$ cat src/rtl/pe_fi_pkg.sv
// Shared types and the fault-application helper for the weight-stationary PE.
// Fault values are processed at FI_MAX_W bits and truncated by the caller.
package pe_fi_pkg;

    localparam int FI_MAX_W = 64;

    typedef enum logic [1:0] {
        TGT_STAT   = 2'd0,
        TGT_STREAM = 2'd1,
        TGT_PSUM   = 2'd2,
        TGT_NONE   = 2'd3
    } fi_target_e;

    typedef enum logic [1:0] {
        MODE_NONE = 2'd0,
        MODE_FLIP = 2'd1,
        MODE_SA0  = 2'd2,
        MODE_SA1  = 2'd3
    } fi_mode_e;

    typedef enum logic [1:0] {
        ST_IDLE   = 2'd0,
        ST_ARMED  = 2'd1,
        ST_ACTIVE = 2'd2,
        ST_DONE   = 2'd3
    } fi_state_e;

    function automatic logic [FI_MAX_W-1:0] apply_fault(
        input logic [FI_MAX_W-1:0] val,
        input logic [FI_MAX_W-1:0] mask,
        input fi_mode_e            mode
    );
        case (mode)
            MODE_FLIP: return val ^ mask;
            MODE_SA0:  return val & ~mask;
            MODE_SA1:  return val | mask;
            default:   return val;
        endcase
    endfunction

endpackage

$ cat src/rtl/pe_fi_sequencer.sv
// Fault-window sequencer: holds the latched fault configuration and walks
// IDLE -> ARMED -> ACTIVE -> DONE, producing fi_active and fi_done.
module pe_fi_sequencer
    import pe_fi_pkg::*;
#(
    parameter int ACC_W = 16,
    parameter int CNT_W = 16
) (
    input  logic             clk,
    input  logic             rst,
    input  logic             cfg_we,
    input  logic [1:0]       target,
    input  logic [1:0]       mode,
    input  logic [ACC_W-1:0] mask,
    input  logic [CNT_W-1:0] start,
    input  logic [CNT_W-1:0] len,
    input  logic             arm,
    output logic [1:0]       cfg_target,
    output logic [1:0]       cfg_mode,
    output logic [ACC_W-1:0] cfg_mask,
    output logic             fi_active,
    output logic             fi_done
);

    localparam logic [CNT_W-1:0] CNT_ONE = {{(CNT_W-1){1'b0}}, 1'b1};

    fi_state_e        state;
    logic [CNT_W-1:0] cnt;
    logic [CNT_W-1:0] cfg_start;
    logic [CNT_W-1:0] cfg_len;

    // Configuration may only change while no window is in flight.
    always_ff @(posedge clk or posedge rst) begin
        if (rst) begin
            cfg_target <= '0;
            cfg_mode   <= '0;
            cfg_mask   <= '0;
            cfg_start  <= '0;
            cfg_len    <= '0;
        end else if (cfg_we && (state == ST_IDLE || state == ST_DONE)) begin
            cfg_target <= target;
            cfg_mode   <= mode;
            cfg_mask   <= mask;
            cfg_start  <= start;
            cfg_len    <= len;
        end
    end

    // Arm from any state restarts the window; a zero length never leaves ACTIVE.
    always_ff @(posedge clk or posedge rst) begin
        if (rst) begin
            state <= ST_IDLE;
            cnt   <= '0;
        end else if (arm) begin
            state <= ST_ARMED;
            cnt   <= '0;
        end else begin
            case (state)
                ST_ARMED: begin
                    if (cnt == cfg_start) begin
                        state <= ST_ACTIVE;
                        cnt   <= CNT_ONE;
                    end else begin
                        cnt <= cnt + CNT_ONE;
                    end
                end
                ST_ACTIVE: begin
                    if (cfg_len != '0) begin
                        if (cnt == cfg_len) begin
                            state <= ST_DONE;
                        end else begin
                            cnt <= cnt + CNT_ONE;
                        end
                    end
                end
                default: begin
                end
            endcase
        end
    end

    assign fi_active = (state == ST_ACTIVE) && (cfg_mode != MODE_NONE) && (cfg_target != TGT_NONE);
    assign fi_done   = (state == ST_DONE);

endmodule

$ cat src/rtl/pe_ws_fi_dbuf.sv
// Weight-stationary systolic PE with double-buffered stationary operand and a
// port-programmable fault injector. Define PE_FI_STATS_EN to build the fi_hits counter.
module pe_ws_fi_dbuf
    import pe_fi_pkg::*;
#(
    parameter int D_W   = 8,
    parameter int ACC_W = 2*D_W,
    parameter int CNT_W = 16,
    parameter int ROW   = 0,
    parameter int COL   = 0
) (
    input  logic             clk,
    input  logic             rst,
    input  logic             w_load,
    input  logic             w_swap,
    input  logic [D_W-1:0]   in_stat,
    input  logic             in_valid,
    input  logic [D_W-1:0]   in_stream,
    input  logic [ACC_W-1:0] in_sum,
    output logic             out_valid,
    output logic [D_W-1:0]   out_stream,
    output logic [ACC_W-1:0] out_sum,
    input  logic             fi_cfg_we,
    input  logic [1:0]       fi_target,
    input  logic [1:0]       fi_mode,
    input  logic [ACC_W-1:0] fi_mask,
    input  logic [CNT_W-1:0] fi_start,
    input  logic [CNT_W-1:0] fi_len,
    input  logic             fi_arm,
    output logic             fi_active,
    output logic             fi_done,
    output logic [CNT_W-1:0] fi_hits
);

    if (ACC_W < 2*D_W || ACC_W > FI_MAX_W) begin : g_width_check
        $error("pe_ws_fi_dbuf: ACC_W must lie between 2*D_W and FI_MAX_W");
    end

    logic [1:0]              cfg_target;
    logic [1:0]              cfg_mode;
    logic [ACC_W-1:0]        cfg_mask;
    logic [D_W-1:0]          active;
    logic [D_W-1:0]          shadow;
    logic                    shadow_vld;
    logic [D_W-1:0]          stat_x;
    logic [D_W-1:0]          stream_x;
    logic [ACC_W-1:0]        sum_x;
    logic [D_W-1:0]          stat_f;
    logic [D_W-1:0]          stream_f;
    logic signed [2*D_W-1:0] prod;
    logic signed [ACC_W-1:0] prod_ext;
    logic [ACC_W-1:0]        sum_clean;
    logic [ACC_W-1:0]        sum_f;

    pe_fi_sequencer #(
        .ACC_W (ACC_W),
        .CNT_W (CNT_W)
    ) u_seq (
        .clk        (clk),
        .rst        (rst),
        .cfg_we     (fi_cfg_we),
        .target     (fi_target),
        .mode       (fi_mode),
        .mask       (fi_mask),
        .start      (fi_start),
        .len        (fi_len),
        .arm        (fi_arm),
        .cfg_target (cfg_target),
        .cfg_mode   (cfg_mode),
        .cfg_mask   (cfg_mask),
        .fi_active  (fi_active),
        .fi_done    (fi_done)
    );

    // Faulted candidates; the stored stationary value itself is never corrupted.
    assign stat_x   = D_W'(apply_fault(FI_MAX_W'(active), FI_MAX_W'(cfg_mask), fi_mode_e'(cfg_mode)));
    assign stream_x = D_W'(apply_fault(FI_MAX_W'(in_stream), FI_MAX_W'(cfg_mask), fi_mode_e'(cfg_mode)));
    assign sum_x    = ACC_W'(apply_fault(FI_MAX_W'(sum_clean), FI_MAX_W'(cfg_mask), fi_mode_e'(cfg_mode)));

    assign stat_f   = (fi_active && cfg_target == TGT_STAT)   ? stat_x   : active;
    assign stream_f = (fi_active && cfg_target == TGT_STREAM) ? stream_x : in_stream;

    assign prod      = (2*D_W)'($signed(stream_f)) * (2*D_W)'($signed(stat_f));
    assign prod_ext  = ACC_W'(prod);
    assign sum_clean = in_sum + prod_ext;
    assign sum_f     = (fi_active && cfg_target == TGT_PSUM) ? sum_x : sum_clean;

    // A simultaneous load and swap promotes the old shadow and keeps the new one pending.
    always_ff @(posedge clk or posedge rst) begin
        if (rst) begin
            active     <= '0;
            shadow     <= '0;
            shadow_vld <= 1'b0;
        end else begin
            if (w_swap && shadow_vld) begin
                active <= shadow;
            end
            if (w_load) begin
                shadow     <= in_stat;
                shadow_vld <= 1'b1;
            end else if (w_swap && shadow_vld) begin
                shadow_vld <= 1'b0;
            end
        end
    end

    always_ff @(posedge clk or posedge rst) begin
        if (rst) begin
            out_valid  <= 1'b0;
            out_stream <= '0;
            out_sum    <= '0;
        end else begin
            out_valid <= in_valid;
            if (in_valid) begin
                out_stream <= stream_f;
                out_sum    <= sum_f;
            end
        end
    end

`ifdef PE_FI_STATS_EN
    logic             hit;
    logic [CNT_W-1:0] hits;

    assign hit = in_valid && fi_active &&
                 ((cfg_target == TGT_STAT   && stat_f   != active)    ||
                  (cfg_target == TGT_STREAM && stream_f != in_stream) ||
                  (cfg_target == TGT_PSUM   && sum_f    != sum_clean));

    // Saturating count of beats the fault actually changed; cleared by re-arm.
    always_ff @(posedge clk or posedge rst) begin
        if (rst) begin
            hits <= '0;
        end else if (fi_arm) begin
            hits <= '0;
        end else if (hit && hits != '1) begin
            hits <= hits + {{(CNT_W-1){1'b0}}, 1'b1};
        end
    end

    assign fi_hits = hits;
`else
    assign fi_hits = '0;
`endif

endmodule

$ cat config.mk
export PLATFORM = sky130hd
export DESIGN_NAME = pe_ws_fi_dbuf
export DESIGN_NICKNAME = d
export VERILOG_FILES = /design/src/rtl/pe_fi_pkg.sv /design/src/rtl/pe_fi_sequencer.sv /design/src/rtl/pe_ws_fi_dbuf.sv
export SDC_FILE = /design/constraint.sdc
export NUM_CORES = 1
export LEC_CHECK = 0
export CORE_MARGIN = 3
export CORE_UTILIZATION = 45
export CTS_CLUSTER_SIZE = 20
export DETAILED_ROUTE_END_ITERATION = 8
export GPL_ROUTABILITY_DRIVEN = 0
export GPL_TIMING_DRIVEN = 0
export PLACE_DENSITY_LB_ADDON = 0.1
export SLEW_MARGIN = 20
export SYNTH_ARGS = -nofsm -noshare
export SYNTH_HDL_FRONTEND = slang
export SYNTH_SLANG_ARGS = --single-unit
$ cat constraint.sdc
create_clock -name clk -period 12.6 [get_ports clk]
set_input_delay 2.52 -clock clk [delete_from_list [all_inputs] [get_ports clk]]
set_output_delay 2.52 -clock clk [all_outputs]
set_load 0.02 [all_outputs]
==> results of run 1 <==
cell usage after synthesis (all sizes together), types with 8 or more instances:
master,number
buf,40
a21oi,18
mux2,78
o31ai,9
o211ai,10
xor2,36
dfrtp,112
nor4,11
nand3,9
nor2,57
inv,159
xnor2,16
o21ai,53
ha,104
a22oi,11
nor2b,12
clkbuf,14
fa,72
mux2i,36
nand2b,8
a221o,10
a31oi,8
nand2,48
flip-flops by register name, summed over array words and instances (netlist names), 8 cells and up:
signal,count
active,8
out_sum,16
shadow,8
u_seq.cfg_start,16
u_seq.cfg_len,16
out_stream,8
u_seq.cnt,16
u_seq.cfg_mask,16
worst max-delay path, delay by kind of cell:
family	cells	cell delay, ns
simple gates	2	0.49
mux	4	1.23
buf+inv	8	1.06
xor+xnor	1	0.22
fa+ha+maj	8	3.25
compound gates	6	1.15
placed cells by master, fill, tap and decap left out, types with 12 or more instances in the layout:
cell,instances
a21oi_1,18
buf_4,20
mux2_2,78
nor2b_1,12
o21ai_0,30
nand2_1,48
xor2_1,36
inv_1,158
conb_1,16
ha_1,104
fa_1,72
xnor2_1,16
dfrtp_1,112
clkbuf_1,12
clkdlybuf4s50_1,116
o21ai_1,20
nor2_1,56
mux2i_1,36
final timing paths:
path / cells past startpoint / to / slack, ns / from
min in group asynchronous: 2 / out_valid$_DFF_PP0_ / 2.58 / rst
worst max-delay path: 29 / out_sum[15]$_DFFE_PP0P_ / 2.90 / in_stream[7]
worst min-delay path: 1 / shadow_vld$_DFFE_PP0P_ / 0.51 / shadow_vld$_DFFE_PP0P_
max in group asynchronous: 3 / shadow[0]$_DFFE_PP0P_ / 9.33 / rst
worst min register to register: 1 / shadow_vld$_DFFE_PP0P_ / 0.51 / shadow_vld$_DFFE_PP0P_
worst max register to register: 29 / out_sum[15]$_DFFE_PP0P_ / 4.38 / u_seq.state[0]$_DFFE_PP0P_
cell families (layout without fill, tap and decap cells):
group,Yosys count,count (layout),synth area share
AND/OR/NAND/NOR,170,170,0.08157
other,1,16,0.0003773
XOR/XNOR,52,52,0.04582
adder cells (fa/ha/maj),176,176,0.2759
buffers and inverters,213,346,0.09428
multiplexers,114,114,0.1246
AO/OA/AOI/OAI,143,143,0.09542
flip-flops,112,112,0.2820
per-layer routing:
layer / GRT usage / vias up / share of wire
met2: 0.3039 / 205 / 0.45
met5: 0 / - / 0
li1: - / 3495 / -
met4: 0.03743 / 0 / 0.011
met3: 0.02490 / 18 / 0.050
met1: 0.3122 / 3550 / 0.49
metrics by stage:
step | instance area (um^2) | hold WS (ns)
detailed placement | 11530 | 0.4916
global route | 11880 | 0.5257
finish | 11880 | 0.5090
global placement | 11500 | 0.4592
CTS | 11880 | 0.5085
floorplan | 9996 | 0.4496
cell type report:
type                            count  area (um^2)
Buffer                             54        340.3
Clock buffer                       10        239.0
Clock inverter                      6        107.6
Fill cell                        1962         9470
Inverter                          159        601.8
Multi-Input combinational cell    671         6259
Sequential cell                   112         2803
Tap cell                          275        344.1
Timing Repair Buffer              117         1189
==> flow_summary.toml, run 1 <==
[yosys]
netlist_area_um2 = 9940
synthArstFlopShare = 1.000
synth_top_area_frac = 0.2820
synth_edf_count = 0
syn_inst = 981
synth_top_flop_cell = "dfrtp_1"
yosys.area.top_type = "dfrtp_1"
synth_cell_types = 52
synth.avg_cell_area_um2 = 10.13
synth_seq_area_share = 0.2820
yosys_warnings = 0
ys_seq_elements = 112
synthTopCellsByArea = "dfrtp_1 28%, fa_1 15%, ha_1 13%"

[worst_setup_path]
cp.arrival_ns = 9.93
cp_max_fo = 9
cpMostUsedCell = "inv_1"
critPathCaptureType = "flop"
cpPeakStageDelay_ns = 0.84
crit_path_top_delay_cell = "mux2i_1"
path_class = "input pin to flop"
critPathLaunchType = "input pin"
required_ns = 12.84

[placed_design]
place_ws_ns = 2.300
dp_hpwl_mm = 18.50
placed_cells = 1388
io_buffers = 116

[clock_tree]
path_clk_slew_ns = 0.07
cts_resized = 0
ctsHoldBuffers = 0
cts_sinks = 112
cts_setup_buffers = 0
clockRootBuffer = "clkbuf_16"
clockBufferDepth = 2
cts_tree = "done"
cts_made_buffers = 9
cts.htree.levels = 3
clock_latency_ns = 0.36

[outcome]
status = "completed"

[drt]
drt-pass1-iter-count = 6
drt_iter0_markers = 437
antenna_left = 0
wirelength_mm = 23.33
vias_per_cell = 5.177
routedWlPerCell_um = 16.61
dr_total_vias = 7268
drc_errors = 0

[global_route]
grt_pass1_vias = 7094
grt_pass1_wl_mm = 38.27
grt_usage = 0.2009
grt.overflow.total = 0
grt_max_degree = 64
antenna_found_initial = 0

[cells_and_area]
area_delta_synth_final_pct = 19.55
final_nets = 1391
fin_util = 0.5565
instances_no_fill = 1404
n_antenna_cell = 0
drive_above_1_share = 0.1302

[flow_run]
max_cap_violations = 0

[sta]
tns_ns = 0
setup_viol = 0
timing.fmax_ghz = 0.1031
fin_crit_sh = 0.7695
hold_violations = 0
worst_pin_slew_ns = 1.081
drv_slew = 0
slew_headroom = 0.2588
setup_slack_ns = 2.904
fin_crit_ns = 9.696
skew_ns = 0.01338
rsz0062_at_grt = "no"

[die]
ios = 134
die_x_um = 154.6
die_h_um = 154.6
initial_core_util = 0.4655
die_area_um2 = 23910
num_rows = 53
fp.coreArea_um2 = 21350

[hold_path]
hold_path_class = "flop to flop"
Power of run 1 is not shown: default switching activity piles up to over one toggle a cycle in this logic, so the estimate is an artifact.
==> run 2, diff against run 1 <==
==> constraint.sdc (replaced) <==
create_clock -name clk -period 9.6 [get_ports clk]
set_input_delay 1.92 -clock clk [delete_from_list [all_inputs] [get_ports clk]]
set_output_delay 1.92 -clock clk [all_outputs]
set_load 0.02 [all_outputs]
==> run 2 against run 1 <==
Net effect:
- critical path depth unchanged
- clock skew is 0.00054 ns higher
- largest cell class unchanged
- highest routed layer unchanged
- global-route usage stayed put
==> flow_summary.toml, run 2 (same netlist as run 1, synthesis figures left out) <==
[sta]
fin_crit_ns = 8.818
skew_ns = 0.01392
slew_headroom = 0.2900
worst_pin_slew_ns = 1.060
fin_crit_sh = 0.9185
setup_viol = 0
holdWs_ns = 0.5061
setup_slack_ns = 0.7821
drv_slew = 0
rsz0062_at_grt = "no"
hold_violations = 0
timing.fmax_ghz = 0.1134
tns_ns = 0

[hold_path]
hold_path_class = "flop to flop"
worst_hold_startpoint = "shadow_vld$_DFFE_PP0P_"
hold_depth = 1
holdPathEnd = "shadow_vld$_DFFE_PP0P_"

[worst_setup_path]
r2r-end = "out_sum[15]$_DFFE_PP0P_"
critPathLaunchType = "input pin"
cpPeakStageDelay_ns = 0.58
required_ns = 9.84
reg2reg_depth = 29
critPathCaptureType = "flop"
cp.arrival_ns = 9.06
crit_path_top_delay_cell = "mux2i_2"
reg2reg_from = "u_seq.state[0]$_DFFE_PP0P_"
cp_max_fo = 9
r2r_slack_ns = 1.42
cpMostUsedCell = "inv_1"
path_class = "input pin to flop"

[cells_and_area]
fillCellCount = 1962
mostFrequentLayoutCell = "inv_1"
final_nets = 1391
fin_util = 0.5567
final_cell_mix = "158 x inv_1, 116 x clkdlybuf4s50_1, 112 x dfrtp_1"
drive_above_1_share = 0.1311
area_delta_synth_final_pct = 19.59
n_antenna_cell = 0

[clock_tree]
cts_tree = "done"
path_clk_slew_ns = 0.07
clock_latency_ns = 0.36
clockRootBuffer = "clkbuf_16"
ctsHoldBuffers = 0
cts_made_buffers = 9
clockBufferDepth = 2
cts_sinks = 112
cts.htree.levels = 3

[placed_design]
dp_hpwl_mm = 18.50
place_ws_ns = -0.09952
io_buffers = 116

[die]
die_x_um = 154.6
fp.coreArea_um2 = 21350
die_area_um2 = 23910
initial_core_util = 0.4655
ios = 134
die_h_um = 154.6
num_rows = 53

[global_route]
antenna_found_initial = 0
grt.overflow.total = 0
grt_usage = 0.2009
grt_pass1_vias = 7094
grt_max_degree = 64
grt_pass1_wl_mm = 38.27

[flow_run]
max_cap_violations = 0

[drt]
drt_iter0_markers = 436
vias_per_cell = 5.169
drc_errors = 0
drt-pass1-iter-count = 5
routedWlPerCell_um = 16.65
dr_total_vias = 7257
wirelength_mm = 23.37
antenna_left = 0

[outcome]
status = "completed"
==> run 2: changes by cell type in the layout (fill, tap and decap cells not counted) <==
cell,before,now
mux2i_1,36,35
mux2i_2,0,1
==> run 2: area by class of cell <==
class	count	area (um^2)	share of cell area
Sequential cell	112	2803	0.2358
Buffer	54	340.3	0.02863
Inverter	159	601.8	0.05063
Timing Repair Buffer	117	1189	0.1000
Clock buffer	10	239.0	0.02011
Multi-Input combinational cell	671	6262	0.5268
Clock inverter	6	107.6	0.009053
Tap cell	275	344.1	0.02895
==> run 2: how the worst max path moves through the flow <==
| stage | depth (start not counted) | start | slack [ns] | endpoint |
|---|---|---|---|---|
| finish | 29 | in_stream[7] | 0.78 | out_sum[15]$_DFFE_PP0P_ |
| detailed placement | 29 | in_stream[7] | -0.1 | out_sum[15]$_DFFE_PP0P_ |
| global route | 29 | in_stream[7] | 0.21 | out_sum[15]$_DFFE_PP0P_ |
| global placement | 29 | in_stream[7] | -0.13 | out_sum[15]$_DFFE_PP0P_ |
| floorplan | 28 | in_stream[7] | 1.46 | out_sum[15]$_DFFE_PP0P_ |
| CTS | 29 | in_stream[7] | 0.27 | out_sum[15]$_DFFE_PP0P_ |
==> run 2: through the flow <==
stage	instance area, um^2	instances
3_3_place_gp	11500	1387
2_1_floorplan	9996	996
4_1_cts	11880	1404
5_1_grt	11890	1404
6_report	11890	1404
3_5_place_dp	11530	1388
==> run 2: critical path: cells and delay by family <==
family | cells | cell delay [ns]
adder cells (fa/ha/maj) | 8 | 3.25
XOR/XNOR | 1 | 0.22
multiplexers | 4 | 0.97
AND/OR/NAND/NOR | 2 | 0.45
buffers and inverters | 8 | 1.08
AO/OA/AOI/OAI | 6 | 1.16
==> run 2: timing repair <==
item                                    CTS  global route
endpoints found under the setup margin    0             1
setup buffers                             0             0
resized for setup                         0             1
==> run 2: per-layer routing <==
layer / wire length (um) / share of wire / global-route usage / vias to the layer above
met5: 0 / 0 / 0 / -
met4: 223 / 0.0095 / 0.03743 / 0
met3: 1175 / 0.050 / 0.02490 / 15
met2: 10510 / 0.45 / 0.3039 / 202
met1: 11460 / 0.49 / 0.3122 / 3545
li1: - / - / - / 3495
Power of run 2 is left out for the same reason.
